--- config.mk ---
export PLATFORM = sky130hd
export DESIGN_NAME = div_hilo_ctrl_flat
export DESIGN_NICKNAME = d
export VERILOG_FILES = /design/src/rtl/div_hilo_ctrl_if.sv /design/src/rtl/div_hilo_ctrl.sv /design/src/flat_wrapper.sv
export SDC_FILE = /design/constraint.sdc
export NUM_CORES = 1
export LEC_CHECK = 0
export ABC_AREA = 0
export BUFFER_PORTS_ARGS = -buffer_cell sky130_fd_sc_hd__buf_2
export CAP_MARGIN = 20
export CORE_MARGIN = 4
export CORE_UTILIZATION = 44
export DETAILED_ROUTE_END_ITERATION = 10
export PLACE_DENSITY = 0.76
export SETUP_SLACK_MARGIN = 0.15
export SYNTH_ARGS = -nofsm -noshare
export SYNTH_HDL_FRONTEND = slang
export SYNTH_SLANG_ARGS = --single-unit
--- constraint.sdc ---
create_clock -name div_clk -period 1.9 [get_ports div_clk]
set_clock_uncertainty 0.15 [all_clocks]
set_input_delay 0.095 -clock div_clk [delete_from_list [all_inputs] [get_ports div_clk]]
set_output_delay 0.095 -clock div_clk [all_outputs]
set_load 0.02 [all_outputs]
--- src/rtl/div_hilo_ctrl_if.sv ---
// Bundles the EX request, divider handshake and MTHI/MTLO write signals of the
// HI/LO divide control stage; the controller uses slave, its environment uses master.
interface div_hilo_ctrl_if;
  logic        req_valid;
  logic        req_signed;
  logic [31:0] req_x;
  logic [31:0] req_y;
  logic        ex_flush;
  logic        stall;
  logic        done;
  logic        div_go;
  logic        div_signed_o;
  logic [31:0] div_x;
  logic [31:0] div_y;
  logic        div_exception;
  logic [31:0] div_s;
  logic [31:0] div_r;
  logic        div_complete;
  logic        wr_hi;
  logic        wr_lo;
  logic [31:0] wr_data;
  logic [31:0] hi_q;
  logic [31:0] lo_q;

  modport slave (
    input  req_valid, req_signed, req_x, req_y, ex_flush,
    input  div_s, div_r, div_complete,
    input  wr_hi, wr_lo, wr_data,
    output stall, done, div_go, div_signed_o, div_x, div_y, div_exception,
    output hi_q, lo_q
  );

  modport master (
    output req_valid, req_signed, req_x, req_y, ex_flush,
    output div_s, div_r, div_complete,
    output wr_hi, wr_lo, wr_data,
    input  stall, done, div_go, div_signed_o, div_x, div_y, div_exception,
    input  hi_q, lo_q
  );
endinterface

--- src/rtl/div_hilo_ctrl.sv ---
// Sequences one DIV/DIVU through the 33-cycle iterative divider, stalls EX meanwhile,
// and commits remainder->HI / quotient->LO at a single point; also serves MTHI/MTLO.
module div_hilo_ctrl (
  input  logic           div_clk,
  input  logic           resetn,
  div_hilo_ctrl_if.slave dif
);

  typedef enum logic [1:0] {
    S_IDLE,
    S_LAUNCH,
    S_WAIT,
    S_RESP
  } state_t;

  state_t      state;
  state_t      state_nxt;
  logic        latch_ops;
  logic        capture;
  logic        commit;

  logic [31:0] x_q;
  logic [31:0] y_q;
  logic        signed_q;
  logic [31:0] q_buf;
  logic [31:0] r_buf;
  logic [31:0] hi_r;
  logic [31:0] lo_r;

  // NOTE: sequential state uses <= so every register samples pre-edge values regardless of block order.
  always_ff @(posedge div_clk) begin
    if (!resetn) state <= S_IDLE;
    else         state <= state_nxt;
  end

  always_comb begin
    // NOTE: all outputs of this block get a default first, so no path holds a value and no latch is inferred.
    state_nxt = state;
    latch_ops = 1'b0;
    capture   = 1'b0;
    commit    = 1'b0;
    if (dif.ex_flush) begin
      state_nxt = S_IDLE;
    end else begin
      unique case (state)
        S_IDLE: begin
          if (dif.req_valid) begin
            latch_ops = 1'b1;
            state_nxt = S_LAUNCH;
          end
        end
        S_LAUNCH: state_nxt = S_WAIT;
        S_WAIT: begin
          if (dif.div_complete) begin
            capture   = 1'b1;
            state_nxt = S_RESP;
          end
        end
        S_RESP: begin
          commit    = 1'b1;
          state_nxt = S_IDLE;
        end
      endcase
    end
  end

  // Operands are frozen for the whole divide: the divider's sign fix-up reads them combinationally.
  always_ff @(posedge div_clk) begin
    if (!resetn) begin
      x_q      <= '0;
      y_q      <= '0;
      signed_q <= 1'b0;
    end else if (latch_ops) begin
      x_q      <= dif.req_x;
      y_q      <= dif.req_y;
      signed_q <= dif.req_signed;
    end
  end

  always_ff @(posedge div_clk) begin
    if (!resetn) begin
      q_buf <= '0;
      r_buf <= '0;
    end else if (capture) begin
      q_buf <= dif.div_s;
      r_buf <= dif.div_r;
    end
  end

  // MTHI/MTLO can only reach this stage while it is idle; the stalled pipeline cannot issue them otherwise.
  always_ff @(posedge div_clk) begin
    if (!resetn) begin
      hi_r <= '0;
      lo_r <= '0;
    end else if (commit) begin
      hi_r <= r_buf;
      lo_r <= q_buf;
    end else if (state == S_IDLE) begin
      if (dif.wr_hi) hi_r <= dif.wr_data;
      if (dif.wr_lo) lo_r <= dif.wr_data;
    end
  end

  assign dif.div_go        = (state == S_LAUNCH);
  assign dif.done          = (state == S_RESP);
  assign dif.div_exception = dif.ex_flush;
  assign dif.stall         = dif.req_valid & (state != S_RESP) & ~dif.ex_flush;
  assign dif.div_x         = x_q;
  assign dif.div_y         = y_q;
  assign dif.div_signed_o  = signed_q;
  assign dif.hi_q          = hi_r;
  assign dif.lo_q          = lo_r;

endmodule

--- src/flat_wrapper.sv ---
// flat-port wrapper written by rule: the top's interface ports become plain ports
module div_hilo_ctrl_flat 
  (div_clk, resetn, dif_req_valid, dif_req_signed, dif_req_x, dif_req_y, dif_ex_flush, dif_div_s, dif_div_r, dif_div_complete, dif_wr_hi, dif_wr_lo, dif_wr_data, dif_stall, dif_done, dif_div_go, dif_div_signed_o, dif_div_x, dif_div_y, dif_div_exception, dif_hi_q, dif_lo_q);
  div_hilo_ctrl_if dif_i ();
  input  logic div_clk;
  input  logic resetn;
  input wire logic [$bits(dif_i.req_valid)-1:0] dif_req_valid;
  input wire logic [$bits(dif_i.req_signed)-1:0] dif_req_signed;
  input wire logic [$bits(dif_i.req_x)-1:0] dif_req_x;
  input wire logic [$bits(dif_i.req_y)-1:0] dif_req_y;
  input wire logic [$bits(dif_i.ex_flush)-1:0] dif_ex_flush;
  input wire logic [$bits(dif_i.div_s)-1:0] dif_div_s;
  input wire logic [$bits(dif_i.div_r)-1:0] dif_div_r;
  input wire logic [$bits(dif_i.div_complete)-1:0] dif_div_complete;
  input wire logic [$bits(dif_i.wr_hi)-1:0] dif_wr_hi;
  input wire logic [$bits(dif_i.wr_lo)-1:0] dif_wr_lo;
  input wire logic [$bits(dif_i.wr_data)-1:0] dif_wr_data;
  output wire logic [$bits(dif_i.stall)-1:0] dif_stall;
  output wire logic [$bits(dif_i.done)-1:0] dif_done;
  output wire logic [$bits(dif_i.div_go)-1:0] dif_div_go;
  output wire logic [$bits(dif_i.div_signed_o)-1:0] dif_div_signed_o;
  output wire logic [$bits(dif_i.div_x)-1:0] dif_div_x;
  output wire logic [$bits(dif_i.div_y)-1:0] dif_div_y;
  output wire logic [$bits(dif_i.div_exception)-1:0] dif_div_exception;
  output wire logic [$bits(dif_i.hi_q)-1:0] dif_hi_q;
  output wire logic [$bits(dif_i.lo_q)-1:0] dif_lo_q;
  assign dif_i.req_valid = dif_req_valid;
  assign dif_i.req_signed = dif_req_signed;
  assign dif_i.req_x = dif_req_x;
  assign dif_i.req_y = dif_req_y;
  assign dif_i.ex_flush = dif_ex_flush;
  assign dif_i.div_s = dif_div_s;
  assign dif_i.div_r = dif_div_r;
  assign dif_i.div_complete = dif_div_complete;
  assign dif_i.wr_hi = dif_wr_hi;
  assign dif_i.wr_lo = dif_wr_lo;
  assign dif_i.wr_data = dif_wr_data;
  assign dif_stall = dif_i.stall;
  assign dif_done = dif_i.done;
  assign dif_div_go = dif_i.div_go;
  assign dif_div_signed_o = dif_i.div_signed_o;
  assign dif_div_x = dif_i.div_x;
  assign dif_div_y = dif_i.div_y;
  assign dif_div_exception = dif_i.div_exception;
  assign dif_hi_q = dif_i.hi_q;
  assign dif_lo_q = dif_i.lo_q;
  div_hilo_ctrl u_core (.div_clk(div_clk), .resetn(resetn), .dif(dif_i));
endmodule
==> results by stage, run 1 <==
Status:
- The run finished with clean final reports.

Worst setup path:
- The endpoint of the worst register-to-register path is u_core.dif.div_y[31]$_SDFFE_PN0P_.
- The largest stage delay on the critical path is 0.34 ns.
- The reg-to-reg critical path startpoint is u_core.state[1]$_SDFFE_PP0P_.
- On the critical path, the stage with the largest delay is an instance of sky130_fd_sc_hd__dfxtp_2.
- The register-to-register path setup slack is 0.16 ns.
- The startpoint type of the worst setup path is a register.
- STA classifies the critical path endpoint as a register.
- The signal on the critical path passes through inv_1 > ha_2 > and3b_2 > buf_12 > nand2_1 > a21boi_1.
- The critical path is of the register to register type.
- At the worst endpoint, the arrival time is 1.93 ns.
- The number of cells on the worst reg-to-reg path is 6.
- The maximum fanout along the worst path is 17.
- STA puts the critical path data required time at 2.09 ns.

Timing:
- The minimum clock period after layout is 1.744 ns.
- The worst slew margin relative to its limit is 67.95%.
- At the pin with the least slew margin, the transition time is 0.4807 ns.
- The final count of hold timing violations is 0.
- The total count of max-transition violations in the final report is 0.
- The tightest hold path in the finished design has a slack of 0.03134 ns.
- Setup violations remaining at the end of the flow were counted as 0.
- Setup repair after global routing could not meet its margin everywhere.
- The ratio of final minimum period to clock period is 91.79%.
- Timing would allow up to 573.4 MHz.
- Summed over all failing endpoints, the final setup total negative slack is 0 ns.

Global route:
- In the global route stage, overall resource usage came out at 26.38%.
- The largest net degree at the start of global routing is 88.
- The number of global-route vias before repair came to 8284.
- Summed over all layers, the global routing overflow is 0.
- The first global-routing pass estimated 42.54 mm of wire.
- The number of antenna violations at the first check in global routing was 3.

Pwr:
- The peak supply drop is 0.6567 mV.
- The ratio of total power to cell area is 818.9 nW/um^2.
- The total power is 9.744 mW.
- For this design the static power due to leakage is 5.129 nW.

Place:
- Detailed placement finished with a half-perimeter wire length of 15.83 mm.
- The final RePlAce weighted congestion is 0.8138.
- The number of buffers inserted by port buffering is 300.
- The standard cell area after detailed placement is 9356 sq um.

Logic synthesis:
- Of the total synthesized cell area, the portion taken by AND, OR, NAND and NOR gates is 18.66%.
- Of the post-synthesis cell area, the part taken by muxes is 0%.
- Averaged over all synthesized cells, the footprint is 8.433 sq um.
- Summing the areas of all compound-gate instances in the mapped netlist gives 24.31% of the synthesized area.
- Sequential elements use 50.59% of the synthesized area.
- The synthesized netlist devotes 0% of its cell area to XOR and XNOR gates.
- The post-synthesis cell area is 7716 sq um.
- After synthesis, the netlist uses 28 different library cells.
- The net count after synthesis is 1087.
- After synthesis, the largest family of logic cells by area is compound AO/OA/AOI/OAI gates.
- The warning count from the yosys run is 0.
- The synthesized instance count is 915.
- After synthesis the netlist holds a flip-flop and latch count of 195.
- Of the total synthesized cell area, the portion taken by full adders, half adders and majority gates is 0.6486%.

Die:
- The die boundary height is 140.4 um.
- The area of the core is 17240 sq um.
- The initial cell density of the core is 44.77%.
- The number of placement rows is 48.
- The overall die area is 19720 sq um.
- The die extent in x is 140.4 um.
- During I/O placement, the number of pins put on the boundary was 301.

Clock network:
- TritonCTS built the clock tree.
- The clock reaches the later pin of the worst-skew pair after 0.42 ns.
- After clock tree synthesis, the clock-pin slew on the worst setup and hold paths is 0.07 ns.
- The H-tree depth is 4.
- The maximum buffer depth of the clock tree is 2.
- Clock tree synthesis selected as its root buffer the cell sky130_fd_sc_hd__clkbuf_16.
- The number of clock buffers added by TritonCTS is 17.
- The number of sinks driven by the clock tree is 195.

Finish:
- The library cells used most frequently in the layout, excluding fill and tap cells, are sky130_fd_sc_hd__nand2_1, sky130_fd_sc_hd__buf_2, sky130_fd_sc_hd__dfxtp_1.
- The most frequent standard cell in the layout excluding fill and tap cells is sky130_fd_sc_hd__nand2_1.
- The area added between synthesis and finish is 54.21%.
- For this run, the share of the core covered by cells in the final layout is 69.03%.
- The post-layout net count is 1517.
- The final cell area excluding filler cells is 11900 sq um.
- The count of fill cells added during filler insertion is 1265.
- In the final layout, the share of cells above drive strength 1 is 28.20%.

Route:
- The iteration count of the initial detailed-routing pass is 5.
- The violation count after the first detailed-routing iteration is 529.
- The post-route antenna net violation count is 0.
- The total detailed-routing wirelength is 28.45 mm.
- The average detailed-routed wire length per instance is 17.95 um.
- In the routed design, unresolved DRC markers number 0.
- After detailed routing, the number of vias per cell comes to 5.309.
- The count of vias placed by the detailed router is 8415.

Hold path:
- The number of cells on the worst hold path is 3.
- The terminating pin of the worst hold path is u_core.state[1]$_SDFFE_PP0P_.
- In this run the most critical hold path is launched from resetn.
- In this run the worst hold path is classified as primary input to register.

Flow run:
- The max-capacitance violation count is 0.
[synthesized netlist by cell type, drive strengths merged]
cell | count | area, sq um
nor2 | 1 | 3.750
dfxtp | 195 | 3904
nand2b | 3 | 18.77
inv | 3 | 11.26
a21boi | 129 | 968.4
nor4b | 1 | 8.760
nor2b | 1 | 6.260
a31oi | 64 | 406.6
and2 | 2 | 15.02
o31ai | 64 | 480.5
nand3b | 2 | 15.01
a21oi | 2 | 10.01
ha | 4 | 50.05
o211a | 1 | 10.01
buf | 56 | 331.6
clkbuf | 27 | 103.9
or2 | 2 | 12.51
and3 | 1 | 6.260
nor3b | 1 | 7.510
and3b | 2 | 17.52
nand2 | 354 | 1329
[logic make-up (layout without fill, tap and decap cells)]
group,after synthesis,after routing
buffers and inverters,86,529
flip-flops,195,195
other,0,2
adder cells (fa/ha/maj),4,4
AND/OR/NAND/NOR,370,370
AO/OA/AOI/OAI,260,260
[cell type report]
cell class,count,area (sq um),area share (%)
tap,225,281.5,2.366
antenna,2,5.005,0.04206
sequential,195,3906,32.83
multi-input combinational,634,3432,28.84
timing repair buffer,494,3636,30.56
clock inverter,14,187.7,1.577
clock buffer,18,439.2,3.691
inverter,3,11.26,0.09464
[how the worst max path moves through the flow]
stage,to,slack (ns),start
floorplan,u_core.dif.lo_q[6]$_SDFFE_PN0P_,0.18,u_core.state[0]$_SDFFE_PP0P_
global placement,u_core.dif.lo_q[6]$_SDFFE_PN0P_,0.21,u_core.state[0]$_SDFFE_PP0P_
detailed placement,u_core.dif.hi_q[6]$_SDFFE_PN0P_,0.16,u_core.state[0]$_SDFFE_PP0P_
CTS,u_core.dif.div_x[1]$_SDFFE_PN0P_,0.17,u_core.state[1]$_SDFFE_PP0P_
global route,u_core.dif.div_x[25]$_SDFFE_PN0P_,0.13,u_core.state[1]$_SDFFE_PP0P_
finish,u_core.dif.div_y[31]$_SDFFE_PN0P_,0.16,u_core.state[1]$_SDFFE_PP0P_
[sequential cells by signal, indices dropped and copies added, names as in the netlist]
| signal | cells |
|---|---|
| u_core.dif.div_signed_o | 1 |
| u_core.dif.div_x | 32 |
| u_core.dif.div_y | 32 |
| u_core.dif.hi_q | 32 |
| u_core.dif.lo_q | 32 |
| u_core.q_buf | 32 |
| u_core.r_buf | 32 |
| u_core.state | 2 |
[per-layer routing]
layer	up-vias	part of all wire (%)	GRT usage, %
li1	3961	-	-
met5	-	0.049	0
met1	3860	39	32.06
met4	4	4.0	11.63
met3	99	9.9	7.477
met2	491	47	43.60
[worst max-delay path, delay by kind of cell, from the launching register on]
| kind | cells | cell delay [ns] |
|---|---|---|
| fa+ha+maj | 1 | 0.25 |
| compound gates | 1 | 0.19 |
| buf+inv | 2 | 0.30 |
| simple gates | 2 | 0.43 |
| flops | 1 | 0.34 |
[what timing repair did]
| action | CTS | global route |
|---|---|---|
| endpoints found under the setup margin | 21 | 91 |
| resized for setup | 5 | 22 |
| endpoints found under the hold margin | 195 | 0 |
| buffers inserted | 0 | 4 |
| pin swaps | 0 | 2 |
| hold buffers | 162 | 0 |
| cloned | 0 | 9 |
[stage by stage]
| step | std cells | worst slack [ns] |
|---|---|---|
| 3_5_place_dp | 1376 | 0.1580 |
| 3_3_place_gp | 1376 | 0.2116 |
| 2_1_floorplan | 915 | 0.1789 |
| 4_1_cts | 1570 | 0.1661 |
| 5_1_grt | 1584 | 0.1319 |
| 6_report | 1585 | 0.1560 |
[power by group]
part	leakage, nW	switching [mW]	internal [mW]
Sequential	1.59	0.116	4.28
Clock	0.308	1.73	2.05
Combinational	3.23	0.834	0.729
Note: power is estimated with default switching activity, not from simulation.
==> run 2: changes to the inputs <==
--- a/config.mk
+++ b/config.mk
@@ -8,6 +8,7 @@
 export ABC_AREA = 0
 export BUFFER_PORTS_ARGS = -buffer_cell sky130_fd_sc_hd__buf_2
 export CAP_MARGIN = 20
+export CORE_ASPECT_RATIO = 0.8
 export CORE_MARGIN = 4
 export CORE_UTILIZATION = 44
 export DETAILED_ROUTE_END_ITERATION = 10
==> run 2 against run 1 <==
Against the previous run:
- worst setup slack better by 0.051 ns
- die area hardly changed
- clock power hardly changed
==> results by stage, run 2 (synthesis results as in run 1) <==
Pwr:
- The share of power burned in the clock network is 38.8% (about the same).
- The total internal power is 7.079 mW (+0.21%).
- The logic gate share of total power is 15.9% (about the same).
- The total power is 9.687 mW (-0.59%).
- The share of total power in sequential cells is 45.3% (+0.2 points).
- The leakage power came to 5.082 nW (-0.91%).
- The total net switching power came to 2.608 mW (-2.7%).
- The ratio of total power to cell area is 820.7 nW/um^2 (+0.21%).
- The peak supply drop is 0.6593 mV (+0.39%).
- The switching fraction of total power came to 26.92% (-0.58 points).

Timing:
- The final count of hold timing violations is 0 (unchanged).
- The minimum clock period after layout came to 1.693 ns (-0.05095 ns).
- The transition time of the tightest slew-check pin is 0.6219 ns (+0.1412 ns).
- The worst slew margin relative to its limit is 58.54% (-9.4 points).
- The timing-limited maximum frequency is 590.6 MHz (+3.0%).
- The setup violation total in the final timing report is 0 (unchanged).
- The ratio of final minimum period to clock period is 89.11% (-2.7 points).
- Setup repair after global routing could not meet its margin everywhere.
- The final total negative setup slack was 0 ns (unchanged).
- The post-route worst setup slack was 0.2069 ns (+0.05095 ns).
- The total count of max-transition violations in the final report is 0 (unchanged).

Die:
- The number of placement rows was 43 (-10%).
- The overall die area is 19730 sq um (about the same).
- The die boundary height came to 126.4 um (-10%).
- The number of I/O pins came to 301 (unchanged).
- The die extent in x is 156.1 um (+11%).
- The area of the core is 17270 sq um (+0.20%).
- The initial cell density of the core is 44.68% (-0.088 points).

Place:
- The number of cells after detailed placement was 1373 (-0.22%).
- The number of buffers inserted by port buffering is 300 (unchanged).
- The post-placement setup slack is 0.1120 ns (-0.04598 ns).
- The final RePlAce weighted congestion is 0.8313 (+2.2%).
- The post-DP HPWL is 15.89 mm (+0.38%).

Finish:
- The library cell used most frequently in the layout, excluding fill and tap cells, is sky130_fd_sc_hd__nand2_1.
- The count of fill cells added during filler insertion is 1318 (+4.2%).
- In the layout the commonest cells are sky130_fd_sc_hd__nand2_1, sky130_fd_sc_hd__buf_2, sky130_fd_sc_hd__dfxtp_1.
- Relative to the synthesized area, the layout overhead comes to 52.98%.
- The fraction of layout instances using a drive strength above 1 is 27.49% (-0.71 points).
- The sequential cell area in the final layout is 3906 sq um (unchanged).
- The number of standard cells in the layout, taps in and fillers out came to 1582 (-0.19%).
- The post-layout net count is 1512 (-0.33%).
- The multi-input logic area came to 3408 sq um (-0.69%).

Worst setup path:
- The timing startpoint of the critical path is u_core.state[1]$_SDFFE_PP0P_.
- The register-to-register path setup slack came to 0.21 ns (+0.05 ns).
- The required time reported for the critical path endpoint is 2.10 ns (about the same).
- The arrival time at the worst endpoint is 1.89 ns (-0.04 ns).
- The reg-to-reg critical path startpoint is u_core.state[1]$_SDFFE_PP0P_.
- The worst setup path is launched from a register.
- The kind of end point of the critical path is a register.
- The classification of the worst setup path is register to register.
- The maximum fanout along the worst path is 32 (+15).

Clock network:
- The H-tree depth is 4 (unchanged).
- The maximum buffer depth of the clock tree is 2 (unchanged).
- The clock tree from TritonCTS is yes.
- CTS placed an instance of sky130_fd_sc_hd__clkbuf_16 at the clock tree root.
- The clock input transition at the sequential cells of the worst setup and hold paths came to 0.07 ns (about the same).
- The number of buffers created by CTS is 17 (unchanged).
- The number of sinks driven by the clock tree is 195 (unchanged).
- The insertion delay to the later sink of the worst-skew pair is 0.43 ns (about the same).

Route:
- The DRC violation count after routing is 0 (unchanged).
- The via density per instance is 5.302 (-0.13%).
- The average detailed-routed wire length per instance was 18.01 um (+0.35%).
- The violation count after the first detailed-routing iteration is 618 (+17%).
- The post-route antenna net violation count is 0 (unchanged).
- The count of vias placed by the detailed router is 8388 (-0.32%).
- The total detailed-routing wirelength is 28.49 mm (+0.16%).
- The iteration count of the initial detailed-routing pass is 5 (unchanged).

Status:
- The run finished with clean final reports.

Flow run:
- The max-capacitance violation count is 0 (unchanged).

Hold path:
- The class of the tightest hold or removal check is primary input to register.
- The worst hold path startpoint is dif_div_complete.

Global route:
- The number of global-route vias before repair was 8055 (-2.8%).
- The largest net degree at the start of global routing is 146 (+66%).
- The total routing resource utilization after global routing came to 26.58% (+0.20 points).
- The number of antenna violations at the first check in global routing is 5 (+2).
- The first-pass GRT wire length came to 42.08 mm (-1.1%).
- The total congestion overflow after global routing is 0 (unchanged).
==> run 2: worst paths after layout <==
path | end | cells past startpoint
worst max-delay path | u_core.dif.div_x[4]$_SDFFE_PN0P_ | 6
worst min-delay path | u_core.state[0]$_SDFFE_PP0P_ | 4
worst min register to register | u_core.dif.div_x[15]$_SDFFE_PN0P_ | 2
worst max register to register | u_core.dif.div_x[4]$_SDFFE_PN0P_ | 6
==> run 2: final cells by class <==
class | instances | share of cell area (%)
sequential | 195 | 33.09
timing repair buffer | 489 | 30.28
multi-input combinational | 634 | 28.87
clock buffer | 21 | 3.986
tap | 225 | 2.385
clock inverter | 11 | 1.198
inverter | 3 | 0.09540
antenna | 4 | 0.08480
==> run 2: per-layer routing <==
metal / vias up / wire length [um] / global-route usage [%] / share of wire [%]
li1: 3950 / - / - / -
met1: 3911 / 11090 / 31.74 / 39
met4: 2 / 1080 / 12.30 / 3.8
met3: 87 / 2600 / 8.049 / 9.1
met2: 438 / 13710 / 43.96 / 48
met5: - / 13 / 0 / 0.046
==> run 2: through the flow <==
| stage | utilization (%) | cell area (sq um) | hold slack (ns) |
|---|---|---|---|
| final | 68.35 | 11800 | 0.04394 |
| after global routing | 68.35 | 11800 | 0.04227 |
| after CTS | 67.06 | 11580 | 0.02106 |
| after detailed placement | 54.05 | 9334 | 0.1925 |
| after global placement | 54.05 | 9334 | 0.1866 |
| after floorplan | - | 7716 | 0.02174 |
==> run 2: power by group through the flow <==
stage               Combinational, mW  Clock, mW  Sequential [mW]
floorplan                       0.460          0             4.70
global placement                 1.17          0             4.48
detailed placement               1.19          0             4.48
CTS                              1.46       3.79             4.39
global route                     1.64       3.99             4.41
finish                           1.54       3.75             4.39
==> run 2: timing repair <==
action / CTS / global route
endpoints found under the hold margin: 195 / 0
resized for setup: 3 / 19
gates cloned: 0 / 7
hold buffers: 162 / 0
pin swaps: 1 / 2
buffers inserted: 1 / 3
endpoints found under the setup margin: 34 / 147
==> run 2: worst max-delay path: stages, from the launching register on <==
cell and delay (ns):
sky130_fd_sc_hd__dfxtp_2 0.33, sky130_fd_sc_hd__inv_1 0.09, sky130_fd_sc_hd__ha_2 0.23, sky130_fd_sc_hd__and3b_2 0.31
sky130_fd_sc_hd__clkbuf_16 0.26, sky130_fd_sc_hd__nand2_1 0.07, sky130_fd_sc_hd__a21boi_0 0.17
